File: src/rtl/eco_seq_pkg.sv
// Shared constants for the ECO equivalence sequencer: controller state codes and
// the field layout of a mismatch log record.
package eco_seq_pkg;

  localparam logic [1:0] ST_IDLE    = 2'd0;
  localparam logic [1:0] ST_SETTLE  = 2'd1;
  localparam logic [1:0] ST_COMPARE = 2'd2;
  localparam logic [1:0] ST_DONE    = 2'd3;

  // Log record is {a, b, y_orig, y_rev}, MSB first; field index counts from the LSB.
  localparam int unsigned LOG_FIELDS     = 4;
  localparam int unsigned LOG_FLD_Y_REV  = 0;
  localparam int unsigned LOG_FLD_Y_ORIG = 1;
  localparam int unsigned LOG_FLD_B      = 2;
  localparam int unsigned LOG_FLD_A      = 3;

  function automatic int unsigned log_lsb(input int unsigned fld, input int unsigned w);
    return fld * w;
  endfunction

endpackage

File: src/rtl/eco_log_fifo.sv
// Mismatch log FIFO: push side drops (and flags) when full unless a pop frees the slot
// in the same cycle; head entry is presented combinationally with valid/ready pop.
module eco_log_fifo #(
  parameter int unsigned DW    = 16,
  parameter int unsigned DEPTH = 4
) (
  input  logic          i_clk,
  input  logic          i_rst,
  input  logic          i_clr,
  input  logic          i_push,
  input  logic [DW-1:0] i_push_data,
  input  logic          i_ready,
  output logic          o_valid,
  output logic [DW-1:0] o_data,
  output logic          o_overflow
);

  localparam int unsigned AW = (DEPTH > 1) ? $clog2(DEPTH) : 1;
  localparam logic [AW:0] FULL_CNT = (AW + 1)'(DEPTH);

  logic [DW-1:0] r_mem [DEPTH];
  logic [AW-1:0] r_wr_ptr;
  logic [AW-1:0] r_rd_ptr;
  logic [AW:0]   r_cnt;
  logic          r_overflow;

  logic w_full;
  logic w_pop;
  logic w_wr;

  assign w_full     = (r_cnt == FULL_CNT);
  assign o_valid    = (r_cnt != '0);
  assign w_pop      = o_valid && i_ready;
  // When full, the slot under wr_ptr is the head being popped, so it can be reused.
  assign w_wr       = i_push && (!w_full || w_pop);
  assign o_data     = o_valid ? r_mem[r_rd_ptr] : '0;
  assign o_overflow = r_overflow;

  always_ff @(posedge i_clk or posedge i_rst) begin
    if (i_rst) begin
      r_wr_ptr   <= '0;
      r_rd_ptr   <= '0;
      r_cnt      <= '0;
      r_overflow <= 1'b0;
    end else if (i_clr) begin
      r_wr_ptr   <= '0;
      r_rd_ptr   <= '0;
      r_cnt      <= '0;
      r_overflow <= 1'b0;
    end else begin
      if (w_wr) begin
        r_wr_ptr <= r_wr_ptr + AW'(1);
      end
      if (w_pop) begin
        r_rd_ptr <= r_rd_ptr + AW'(1);
      end
      if (w_wr && !w_pop) begin
        r_cnt <= r_cnt + (AW + 1)'(1);
      end else if (w_pop && !w_wr) begin
        r_cnt <= r_cnt - (AW + 1)'(1);
      end
      if (i_push && !w_wr) begin
        r_overflow <= 1'b1;
      end
    end
  end

  always_ff @(posedge i_clk) begin
    if (w_wr && !i_clr) begin
      r_mem[r_wr_ptr] <= i_push_data;
    end
  end

endmodule

File: src/rtl/eco_equiv_sequencer.sv
// Drives every {a, b} vector into the original and ECO-revised netlists, compares their
// outputs after a settle window, counts mismatches and logs them for readout.
module eco_equiv_sequencer
  import eco_seq_pkg::*;
#(
  parameter int unsigned W             = 4,
  parameter int unsigned SETTLE_CYCLES = 1,
  parameter int unsigned LOG_DEPTH     = 4
) (
  input  logic                i_clk,
  input  logic                i_rst,
  input  logic                i_start,
  input  logic                i_abort,
  output logic [W-1:0]        o_dut_a,
  output logic [W-1:0]        o_dut_b,
  input  logic [W-1:0]        i_y_orig,
  input  logic [W-1:0]        i_y_rev,
  output logic                o_busy,
  output logic                o_done,
  output logic                o_equivalent,
  output logic [2*W:0]        o_mismatch_cnt,
  output logic                o_log_overflow,
  output logic                o_log_valid,
  input  logic                i_log_ready,
  output logic [4*W-1:0]      o_log_data
);

  localparam int unsigned VW   = 2 * W;
  localparam int unsigned CNTW = 2 * W + 1;
  localparam int unsigned LW   = LOG_FIELDS * W;
  localparam int unsigned SCW  = (SETTLE_CYCLES > 1) ? $clog2(SETTLE_CYCLES) : 1;
  localparam logic [SCW-1:0] SETTLE_RELOAD = SCW'(SETTLE_CYCLES - 1);

  localparam int unsigned OFF_A      = log_lsb(LOG_FLD_A, W);
  localparam int unsigned OFF_B      = log_lsb(LOG_FLD_B, W);
  localparam int unsigned OFF_Y_ORIG = log_lsb(LOG_FLD_Y_ORIG, W);
  localparam int unsigned OFF_Y_REV  = log_lsb(LOG_FLD_Y_REV, W);

  logic [1:0]      r_state;
  logic [VW-1:0]   r_vec;
  logic [SCW-1:0]  r_settle;
  logic [CNTW-1:0] r_mm_cnt;

  logic          w_start_ok;
  logic          w_clr;
  logic          w_miss;
  logic [LW-1:0] w_log_entry;

  assign w_start_ok = i_start && ((r_state == ST_IDLE) || (r_state == ST_DONE));
  assign w_clr      = w_start_ok && !i_abort;
  // Abort suppresses the compare side effects of the cycle it lands on.
  assign w_miss     = (r_state == ST_COMPARE) && !i_abort && (i_y_orig != i_y_rev);

  always_comb begin
    w_log_entry                      = '0;
    w_log_entry[OFF_A +: W]          = r_vec[VW-1:W];
    w_log_entry[OFF_B +: W]          = r_vec[W-1:0];
    w_log_entry[OFF_Y_ORIG +: W]     = i_y_orig;
    w_log_entry[OFF_Y_REV +: W]      = i_y_rev;
  end

  always_ff @(posedge i_clk or posedge i_rst) begin
    if (i_rst) begin
      r_state  <= ST_IDLE;
      r_vec    <= '0;
      r_settle <= '0;
      r_mm_cnt <= '0;
    end else if (i_abort) begin
      r_state <= ST_IDLE;
    end else begin
      case (r_state)
        ST_IDLE, ST_DONE: begin
          if (i_start) begin
            r_mm_cnt <= '0;
            r_vec    <= '0;
            r_settle <= SETTLE_RELOAD;
            r_state  <= ST_SETTLE;
          end
        end
        ST_SETTLE: begin
          if (r_settle == '0) begin
            r_state <= ST_COMPARE;
          end else begin
            r_settle <= r_settle - SCW'(1);
          end
        end
        ST_COMPARE: begin
          if (w_miss) begin
            r_mm_cnt <= r_mm_cnt + CNTW'(1);
          end
          if (r_vec == '1) begin
            r_state <= ST_DONE;
          end else begin
            r_vec    <= r_vec + VW'(1);
            r_settle <= SETTLE_RELOAD;
            r_state  <= ST_SETTLE;
          end
        end
        default: r_state <= ST_IDLE;
      endcase
    end
  end

  eco_log_fifo #(
    .DW    (LW),
    .DEPTH (LOG_DEPTH)
  ) u_log_fifo (
    .i_clk       (i_clk),
    .i_rst       (i_rst),
    .i_clr       (w_clr),
    .i_push      (w_miss),
    .i_push_data (w_log_entry),
    .i_ready     (i_log_ready),
    .o_valid     (o_log_valid),
    .o_data      (o_log_data),
    .o_overflow  (o_log_overflow)
  );

  assign o_dut_a        = r_vec[VW-1:W];
  assign o_dut_b        = r_vec[W-1:0];
  assign o_busy         = (r_state == ST_SETTLE) || (r_state == ST_COMPARE);
  assign o_done         = (r_state == ST_DONE);
  assign o_equivalent   = o_done && (r_mm_cnt == '0);
  assign o_mismatch_cnt = r_mm_cnt;

endmodule

File: config.mk
export PLATFORM = sky130hd
export DESIGN_NAME = eco_equiv_sequencer
export DESIGN_NICKNAME = d
export VERILOG_FILES = /design/src/rtl/eco_seq_pkg.sv /design/src/rtl/eco_log_fifo.sv /design/src/rtl/eco_equiv_sequencer.sv
export SDC_FILE = /design/constraint.sdc
export NUM_CORES = 1
export LEC_CHECK = 0
export CORE_MARGIN = 5
export CORE_UTILIZATION = 60
export CTS_CLUSTER_SIZE = 40
export DETAILED_ROUTE_END_ITERATION = 16
export HOLD_SLACK_MARGIN = 0.06
export PLACE_DENSITY = 0.85
export SYNTH_ARGS = -nofsm -noshare
export SYNTH_HDL_FRONTEND = slang
export SYNTH_SLANG_ARGS = --single-unit
File: constraint.sdc
create_clock -name i_clk -period 7.3 [get_ports i_clk]
set_clock_uncertainty 0.1 [all_clocks]
set_input_delay 1.46 -clock i_clk [delete_from_list [all_inputs] [get_ports i_clk]]
set_output_delay 1.46 -clock i_clk [all_outputs]
set_load 0.05 [all_outputs]
# ---- After elaboration in Yosys (flattened, before gate mapping)
# Memories as Yosys holds them, arrays and structs flattened.
# Index checks and enable logic that the tools add are counted.
dict set report word_totals {
  out_inout_bits 38
  memories 1
  ramBits 64
  reg_bits 28
  inputBits 13
}
dict set report classes {
  n_reduce_logical 32
  add_sub_neg 7
  muxes 27
  n_bitwise 1
  n_eq_ne 11
}
# name depth word_bits rd rd_ports_with_merged_regs write_ports line_no
set memory_table {}
lappend memory_table {u_log_fifo.r_mem 4 16 1 0 1 eco_log_fifo.sv:21} ;# logic [DW-1:0] r_mem [DEPTH];
# operator count
set op_table {}
lappend op_table {{2-to-1 mux 9 bit} 2}
lappend op_table {{one-hot mux 9 bit (2 select lines)} 1}
lappend op_table {{2-to-1 mux 16 bit} 1}
lappend op_table {{2-to-1 mux 2 bit} 8}
lappend op_table {{2-to-1 mux 8 bit} 2}
lappend op_table {{one-hot mux 8 bit (2 select lines)} 1}
lappend op_table {{logical AND 1 bit} 11}
lappend op_table {{adder 9 x 1 -> 9 bit, second input constant} 1}
lappend op_table {{logical NOT 9 bit} 1}
lappend op_table {{2-to-1 mux 3 bit} 3}
lappend op_table {{adder 8 x 1 -> 8 bit, second input constant} 1}
lappend op_table {{== test 8 bit, second input constant} 1}
lappend op_table {{AND reduction 4 bit} 2}
lappend op_table {{nonzero test 2 bit} 4}
lappend op_table {{2-to-1 mux 1 bit} 7}
lappend op_table {{inequality test 3 bit, second input constant} 2}
lappend op_table {{one-hot mux 2 bit (3 select lines)} 1}
lappend op_table {{nonzero test 3 bit} 2}
lappend op_table {{logical NOT 1 bit} 5}
lappend op_table {{adder 2 x 1 -> 2 bit, second input constant} 2}
lappend op_table {{== test 2 bit, second input constant} 2}
lappend op_table {{inequality test 2 bit, second input constant} 2}
lappend op_table {{inequality test 4 bit} 1}
lappend op_table {{adder 3 x 1 -> 3 bit, second input constant} 1}
lappend op_table {{12 further kinds} 14}

# ---- Longest topological paths before layout
# Gate-level depths: netlist of the first run.
dict set report depth {
  ltp_word 9
  mapped_depth 10
  mapped_depth_nobuf 9
}

# ---- Modules after synthesis
# From an unflattened synthesis of the first run, not the netlist that was laid out.
dict set report unflattened {
  hier_cells 303
  hier_area_um2 4322.9
}
# module area_each_um2 cells_per_inst instances
set by_module_without_submodules {}
lappend by_module_without_submodules {eco_log_fifo 3055.4 167 1}
lappend by_module_without_submodules {eco_equiv_sequencer 1267.5 136 1}

# ---- Least setup slack after synthesis of the first run
# No wires, ideal clock.
dict set report synth_path {
  path_kind {register to output}
  from {register r_mm_cnt[1], in the netlist o_mismatch_cnt[1]}
  to {output o_equivalent}
  slack_ns 3.138
  path_stages_with_launch 6
  n_path_buf 0
  arrival_time_ns 2.602
  required_time_ns 5.740
  path_cell_list {dfrtp_1 > inv_1 > ha_1 > nor4b_1 > nand3b_1 > nor4_1}
}
dict set report synth_via {
  elab_chain_len 2
}
# element line_no
set synth_lines {}
lappend synth_lines {{start, declared} eco_equiv_sequencer.sv:42} ;# logic [CNTW-1:0] r_mm_cnt;
lappend synth_lines {{start signal, assigned} eco_equiv_sequencer.sv:89} ;# r_mm_cnt <= r_mm_cnt + CNTW'(1);
lappend synth_lines {{logical NOT 9 bit} eco_equiv_sequencer.sv:123} ;# assign o_equivalent = o_done && (r_mm_cnt == '0);
lappend synth_lines {{logical AND 1 bit} eco_equiv_sequencer.sv:123}
lappend synth_lines {{end, declared} eco_equiv_sequencer.sv:20} ;# output logic o_equivalent,
# No other way between the ends.

# ---- Worst setup path after layout of the first run
dict set report layout_path {
  from {register u_log_fifo.r_rd_ptr[0]}
  to {output o_log_data[13]}
}
dict set report layout_via {
  elab_chain_len 2
}
# element line_no
set layout_lines {}
lappend layout_lines {{start, declared} eco_log_fifo.sv:23} ;# logic [AW-1:0] r_rd_ptr;
lappend layout_lines {{start signal, assigned} eco_log_fifo.sv:55} ;# r_rd_ptr <= r_rd_ptr + AW'(1);
lappend layout_lines {{memory (4 x 16 bit)} n/a}
lappend layout_lines {{2-to-1 mux 16 bit} eco_log_fifo.sv:36} ;# assign o_data = o_valid ? r_mem[r_rd_ptr] : '0;
lappend layout_lines {{end, declared} eco_equiv_sequencer.sv:25} ;# output logic [4*W-1:0] o_log_data
# No other way between the ends.

==> results.md, run 1 <==
* Share of cells above drive strength 1 at 10.3%
* Die width at 93.3 µm
* Synth Net Count at 322
* Core Area at 6790 µm²
* CP peak stage delay at 1.05 ns
* Met1 Wirelength at 3410 µm
* Tmin final at 4.51 ns
* Area delta synth->final at 18.9%
* Resized Gates After CTS at 0
* Multi-input gate area at 1430 µm²
* Final WL at 8080 µm
* DRC viols at 0
* Required @ worst endpoint at 5.74 ns
* Skew-Pair Late Insertion Delay at 0.36 ns
* VDD IR-drop max at 0.270 mV
* Top layer in use: met4
* Global-route wire length before repair at 13200 µm
* Ports at 51
* Sequential cell area at 2600 µm²
* Max-Cap Viols at 0
* Post-synth EDFFs at 64
* Detailed-route via count at 2613
* Synth cell types at 46
* Seq/Total Area, Yosys at 62.4%
* Pwr/cell area at 375 nW/µm²
* Startpoint types: register
* Post-layout total power at 1.86 mW
* Rows at 30
* TNS Setup at 0 ns
* Layout fillers at 414
* Port Buffers at 50
* DP Wirelength at 5450 µm
* Number of nets with antenna violations after routing at 0
* Outcome: finished, final reports clean
* Leakage at 1.77 nW
* Layout net count at 370
* GPL Wtd Cong at 0.775
* Worst Tran Pin Value at 1.07 ns
* TritonRoute pass-1 iters at 6
* Post-Syn Area at 4170 µm²
* Initial Utilization at 61.3%
* Worst hold path type: reg -> reg
* Wirelength per Cell at 18.2 µm
* Highest-delay cell along the critical path: dfrtp_1
* H-tree levels at 3
* Top FF cell, synth: edfxtp_1
* Ant. Diodes at 0
* Post-CTS setup buffers at 0
* CP endpoint kind: primary output
* Hold Fails Final Rpt at 0
* CTS tree: done
* Number of synthesized register bits at 91
* Clk buf depth at 2
* Max Fanout on Critical Path at 18
* Top cell family by delay on the critical path: flip-flops
* Endpoints failing setup at 0
* RSZ-0062 raised after global routing: no
* Cells after Synth at 296
* CTS sink cnt at 91
* Wire length on met2 at 4110 µm
* Overall die area at 8710 µm²
* Slew margin rel. at 28.9%
* GRT Overall Usage at 20.3%
* DR vias/cell at 5.87
* CP arrival at 2.95 ns
* Fin. max-slew vios at 0
* CP Buf/Inv Count at 1
* Fmax at 222 MHz
* Worst path cell trace: mux4_2 > and2_1 > clkdlybuf4s50_1
* Total CTS buffers at 9
* Die Y at 93.3 µm
* Syn. warnings at 0
* Routed wl met3 at 402 µm
* Fin crit share at 61.7%
* Clock transition at path regs at 0.09 ns
* Average size of a mapped cell at 14.1 µm²
* Async SR Flop Fraction at 29.7%
* Finished Layout Cells at 445
* Drt first-iter violations at 153
* Total grt overflow at 0
* Placed Cells at 429
* Setup CP Type: reg -> out
* Root Driver: clkbuf_8
* Cts hold-fix bufs at 0
* Vias in the first global route at 2591
* Largest net degree at the start of global routing at 28
* Initial antenna violation count at 0
Yosys cell counts, types with 2 or more instances:
library cell / instances / area, µm²
a21oi_1: 7 / 35.0
a31oi_1: 3 / 18.8
and2_1: 20 / 125
and3_1: 8 / 50.1
and4_1: 2 / 17.5
buf_2: 2 / 10.0
buf_6: 2 / 22.5
clkbuf_1: 5 / 18.8
dfrtp_1: 27 / 676
edfxtp_1: 64 / 1920
ha_1: 12 / 150
inv_1: 14 / 52.6
mux2i_1: 3 / 30.0
mux4_2: 16 / 360
nand2_1: 15 / 56.3
nand3_1: 11 / 55.1
nand4_1: 2 / 12.5
nor2_1: 15 / 56.3
nor3_1: 2 / 10.0
nor4_1: 5 / 31.3
nor4b_1: 2 / 17.5
o21ai_0: 10 / 50.1
o22ai_1: 2 / 12.5
o31ai_1: 11 / 82.6
o32ai_1: 2 / 17.5
or2_2: 2 / 12.5
or3_1: 5 / 31.3
or4_1: 3 / 22.5
xnor2_1: 5 / 43.8
xor2_1: 3 / 26.3
metal layers:
metal  track usage [%]  up-vias
met4              8.42        0
met2              34.4       87
met3              3.62       13
met5                 0        -
met1              25.9     1293
li1                  -     1220
cells by family after synthesis:
kind of cell / share of synthesized area [%]
AND/OR/NAND/NOR: 13.5
flip-flops: 62.4
AO/OA/AOI/OAI: 5.80
buffers and inverters: 3.21
multiplexers: 9.37
adder cells (fa/ha/maj): 4.09
XOR/XNOR: 1.68
placed cells by master (no fill, tap or decap), types with 2 or more instances in the layout:
cell | netlist | layout
o31ai_1 | 11 | 11
o21ai_0 | 10 | 10
inv_1 | 14 | 14
nand2_1 | 15 | 15
or2_2 | 2 | 2
nand4_1 | 2 | 2
mux2i_1 | 3 | 3
mux4_2 | 16 | 16
ha_1 | 12 | 12
o32ai_1 | 2 | 2
o22ai_1 | 2 | 2
and3_1 | 8 | 8
a31oi_1 | 3 | 3
nor4_1 | 5 | 5
and4_1 | 2 | 2
nor2_1 | 15 | 15
xnor2_1 | 5 | 5
bufinv_16 | 0 | 3
or4_1 | 3 | 3
nor3_1 | 2 | 2
nor4b_1 | 2 | 2
clkbuf_8 | 1 | 9
xor2_1 | 3 | 3
and2_1 | 20 | 20
edfxtp_1 | 64 | 64
dfrtp_1 | 27 | 27
or3_1 | 5 | 5
a21oi_1 | 7 | 7
nand3_1 | 11 | 11
clkdlybuf4s50_1 | 0 | 50
report_power, final:
| part | total, mW | internal [mW] | leakage, nW | switching [mW] |
|---|---|---|---|---|
| Sequential | 0.664 | 0.592 | 0.922 | 0.0715 |
| Clock | 0.413 | 0.231 | 0.126 | 0.182 |
| Combinational | 0.782 | 0.305 | 0.719 | 0.477 |
layout make-up:
cell class,instances,area share [%]
Timing Repair Buffer,50,10.1
Sequential cell,91,52.5
Inverter,14,1.06
Clock buffer,9,2.50
Tap cell,96,2.43
Multi-Input combinational cell,178,29.0
Clock inverter,7,2.50
flip-flops by register name, indices dropped and copies added (netlist names):
register,cells
o_mismatch_cnt,9
r_state,2
r_vec,8
u_log_fifo.o_overflow,1
u_log_fifo.r_cnt,3
u_log_fifo.r_mem,64
u_log_fifo.r_rd_ptr,2
u_log_fifo.r_wr_ptr,2
through the flow:
| stage | setup slack [ns] | hold WS (ns) | util [%] | cell area [µm²] |
|---|---|---|---|---|
| finish | 2.79 | 0.442 | 72.9 | 4950 |
| global route | 2.59 | 0.481 | 72.9 | 4950 |
| CTS | 2.72 | 0.445 | 72.9 | 4950 |
| detailed placement | 3.01 | 0.410 | 69.2 | 4700 |
| global placement | 3.10 | 0.417 | 69.2 | 4700 |
| floorplan | 3.14 | 0.392 | - | 4170 |
worst paths after layout:
kind	depth (start not counted)	startpoint	slack, ns	endpoint
min in group asynchronous	2	i_rst	1.56	r_vec[1]
max in group asynchronous	2	i_rst	4.90	u_log_fifo.r_cnt[0]
worst min-delay path	1	u_log_fifo.r_wr_ptr[0]	0.44	u_log_fifo.r_wr_ptr[0]
worst min register to register	1	u_log_fifo.r_wr_ptr[0]	0.44	u_log_fifo.r_wr_ptr[0]
worst max-delay path	3	u_log_fifo.r_rd_ptr[0]	2.79	o_log_data[13]
worst max register to register	7	u_log_fifo.r_cnt[0]	4.57	u_log_fifo.r_cnt[2]
(Power assumes the default switching activity.)
==> inputs of run 2 (changes only) <==
--- a/config.mk
+++ b/config.mk
@@ -6,11 +6,11 @@
 export NUM_CORES = 1
 export LEC_CHECK = 0
 export CORE_MARGIN = 5
-export CORE_UTILIZATION = 60
+export CORE_UTILIZATION = 55
 export CTS_CLUSTER_SIZE = 40
 export DETAILED_ROUTE_END_ITERATION = 16
 export HOLD_SLACK_MARGIN = 0.06
-export PLACE_DENSITY = 0.85
+export PLACE_DENSITY = 0.79
 export SYNTH_ARGS = -nofsm -noshare
 export SYNTH_HDL_FRONTEND = slang
 export SYNTH_SLANG_ARGS = --single-unit
==> constraint.sdc (replaced) <==
create_clock -name i_clk -period 4.2 [get_ports i_clk]
set_clock_uncertainty 0.1 [all_clocks]
set_input_delay 0.84 -clock i_clk [delete_from_list [all_inputs] [get_ports i_clk]]
set_output_delay 0.84 -clock i_clk [all_outputs]
set_load 0.05 [all_outputs]
==> run 2 against run 1 <==
Net effect: critical path depth did not move; sequential power rose by 67%; critical path type unchanged; clock power rose by 42%; critical endpoint is now o_log_data[15]; wire length rose by 0.58%; highest routed layer unchanged; non-clock buffer count rose by 7; largest cell class unchanged.
==> results.md, run 2 (synthesized netlist as in run 1, its figures left out) <==
* Pwr/cell area at 629 nW/µm² (+68%)
* CTS tree: done
* Largest register FFs at 64 (unchanged)
* Multi-input gate area at 1430 µm² (unchanged)
* Top layer in use: met4
* Leakage at 1.78 nW (+0.63%)
* Most frequent cells in the layout: edfxtp_1, clkdlybuf4s50_1, dfrtp_1
* Max Fanout on Critical Path at 17 (-1)
* Setup CP Type: reg -> out
* Die width at 97.0 µm (+4.0%)
* TritonRoute pass-1 iters at 6 (unchanged)
* DP Wirelength at 5530 µm (+1.5%)
* Worst hold slack at 0.448 ns (+0.00632 ns)
* Vias in the first global route at 2564 (-1.0%)
* Required @ worst endpoint at 3.26 ns (-2.48 ns)
* Port Buffers at 50 (unchanged)
* Initial Utilization at 56.8% (-4.5 points)
* Post-CTS setup buffers at 0 (unchanged)
* Reg-to-reg critical path startpoint: u_log_fifo.r_cnt[0]
* Hold wc startpoint: u_log_fifo.r_wr_ptr[0]
* CTS sink cnt at 91 (unchanged)
* TNS Setup at 0 ns (unchanged)
* H-tree levels at 3 (unchanged)
* Ant. Diodes at 0 (unchanged)
* Worst path cell trace: mux4_2 > and2_1 > clkdlybuf4s50_1
* Final WL at 8130 µm (+0.58%)
* Outcome: finished, final reports clean
* Wirelength per Cell at 17.9 µm (-1.6%)
* Met1 Wirelength at 3560 µm (+4.2%)
* Sequential cell area at 2600 µm² (unchanged)
* Layout fillers at 510 (+23%)
* Largest net degree at the start of global routing at 28 (unchanged)
* Number of nets with antenna violations after routing at 0 (unchanged)
* Worst Tran Pin Value at 1.07 ns (-0.000423 ns)
* Drt first-iter violations at 141 (-7.8%)
* CP arrival at 2.58 ns (-0.37 ns)
* Detailed-route via count at 2588 (-0.96%)
* Fin. max-slew vios at 0 (unchanged)
* GRT Overall Usage at 18.0% (-2.3 points)
* Clock transition at path regs at 0.09 ns (about the same)
* Initial antenna violation count at 0 (unchanged)
* Root Driver: clkbuf_8
* Core Area at 7330 µm² (+7.9%)
* Endpoints failing setup at 0 (unchanged)
* Fmax at 284 MHz
* CP peak stage delay at 0.90 ns (-0.15 ns)
* RSZ-0062 raised after global routing: no
* Worst hold path type: reg -> reg
* Place WS at 0.581 ns (-2.43 ns)
* Global-route wire length before repair at 13300 µm (+0.94%)
* Hold Fails Final Rpt at 0 (unchanged)
* DR vias/cell at 5.69 (-3.1%)
* Clk buf depth at 2 (unchanged)
* Startpoint types: register
* Rows at 31 (+3.3%)
* Wire length on met2 at 4090 µm (-0.51%)
* Cts hold-fix bufs at 0 (unchanged)
* Highest-delay cell along the critical path: dfrtp_1
* CP endpoint kind: primary output
* GPL Wtd Cong at 0.790 (+2.0%)
* Share of cells above drive strength 1 at 12.1% (+1.8 points)
* Max-Cap Viols at 0 (unchanged)
* DRC viols at 0 (unchanged)
* Overall die area at 9410 µm² (+8.1%)
* Slew margin rel. at 28.9% (about the same)
* Die Y at 97.0 µm (+4.0%)
* VDD IR-drop max at 0.414 mV (+53%)
* Routed wl met3 at 385 µm (-4.2%)
* Area delta synth->final at 19.0%
* Final setup margin at 0.683 ns (-2.11 ns)
* Ports at 51 (unchanged)
* Register with the most flip-flops: u_log_fifo.r_mem
* Layout net count at 377 (+1.9%)
* Resized Gates After CTS at 0 (unchanged)
* Most common cell after layout, fill and taps aside: edfxtp_1
* Total CTS buffers at 9 (unchanged)
* Total grt overflow at 0 (unchanged)
* Fin crit share at 83.7%
* CP startpoint: u_log_fifo.r_rd_ptr[1]
* Tmin final at 3.52 ns
* Skew-Pair Late Insertion Delay at 0.35 ns (about the same)
==> run 2: cell types whose count changed in the layout (fill, tap and decap cells not counted) <==
cell,previous run,this run
clkinvlp_4,0,1
inv_8,1,0
bufinv_16,3,1
inv_6,1,2
buf_4,0,7
clkinv_2,1,2
==> run 2: layer usage <==
metal  track usage, %  vias to the layer above
met5                0                        -
met4             7.45                        0
met3             3.31                        8
met2             29.0                       77
met1             24.1                     1275
li1                 -                     1228
==> run 2: cell type report <==
class                      instances  area share (%)
tap                               99            2.50
timing repair buffer              57            11.2
clock inverter                     7            1.49
clock buffer                       9            2.50
inverter                          14            1.06
multi-input combinational        178            28.9
sequential                        91            52.4
==> run 2: where the power goes <==
part           internal (mW)  switching, mW
logic                  0.541          0.881
clock network          0.278          0.307
registers               1.03         0.0839
total                   1.85           1.27
==> run 2: stage by stage <==
| step | area, µm² | util (%) | total power, mW | std cells |
|---|---|---|---|---|
| 2_1_floorplan | 4170 | - | 2.17 | 296 |
| 3_3_place_gp | 4760 | 64.9 | 2.55 | 439 |
| 3_5_place_dp | 4760 | 64.9 | 2.57 | 439 |
| 4_1_cts | 4960 | 67.6 | 3.15 | 455 |
| 5_1_grt | 4960 | 67.6 | 3.28 | 455 |
| 6_report | 4960 | 67.6 | 3.12 | 455 |
==> run 2: final timing paths <==
check / endpoint / slack, ns / cells past startpoint
worst max register to register: u_log_fifo.r_cnt[2] / 1.52 / 7
worst min register to register: u_log_fifo.r_wr_ptr[0] / 0.45 / 1
worst min-delay path: u_log_fifo.r_wr_ptr[0] / 0.45 / 1
worst max-delay path: o_log_data[15] / 0.68 / 3
min in group asynchronous: o_mismatch_cnt[0] / 0.94 / 2
max in group asynchronous: u_log_fifo.r_wr_ptr[1] / 2.41 / 2
==> run 2: critical path: cells and delay by family, from the launching register on <==
| family | cells | cell delay (ns) |
|---|---|---|
| muxes | 1 | 0.34 |
| DFF | 1 | 0.90 |
| buffers and inverters | 1 | 0.82 |
| and+or+nand+nor | 1 | 0.14 |
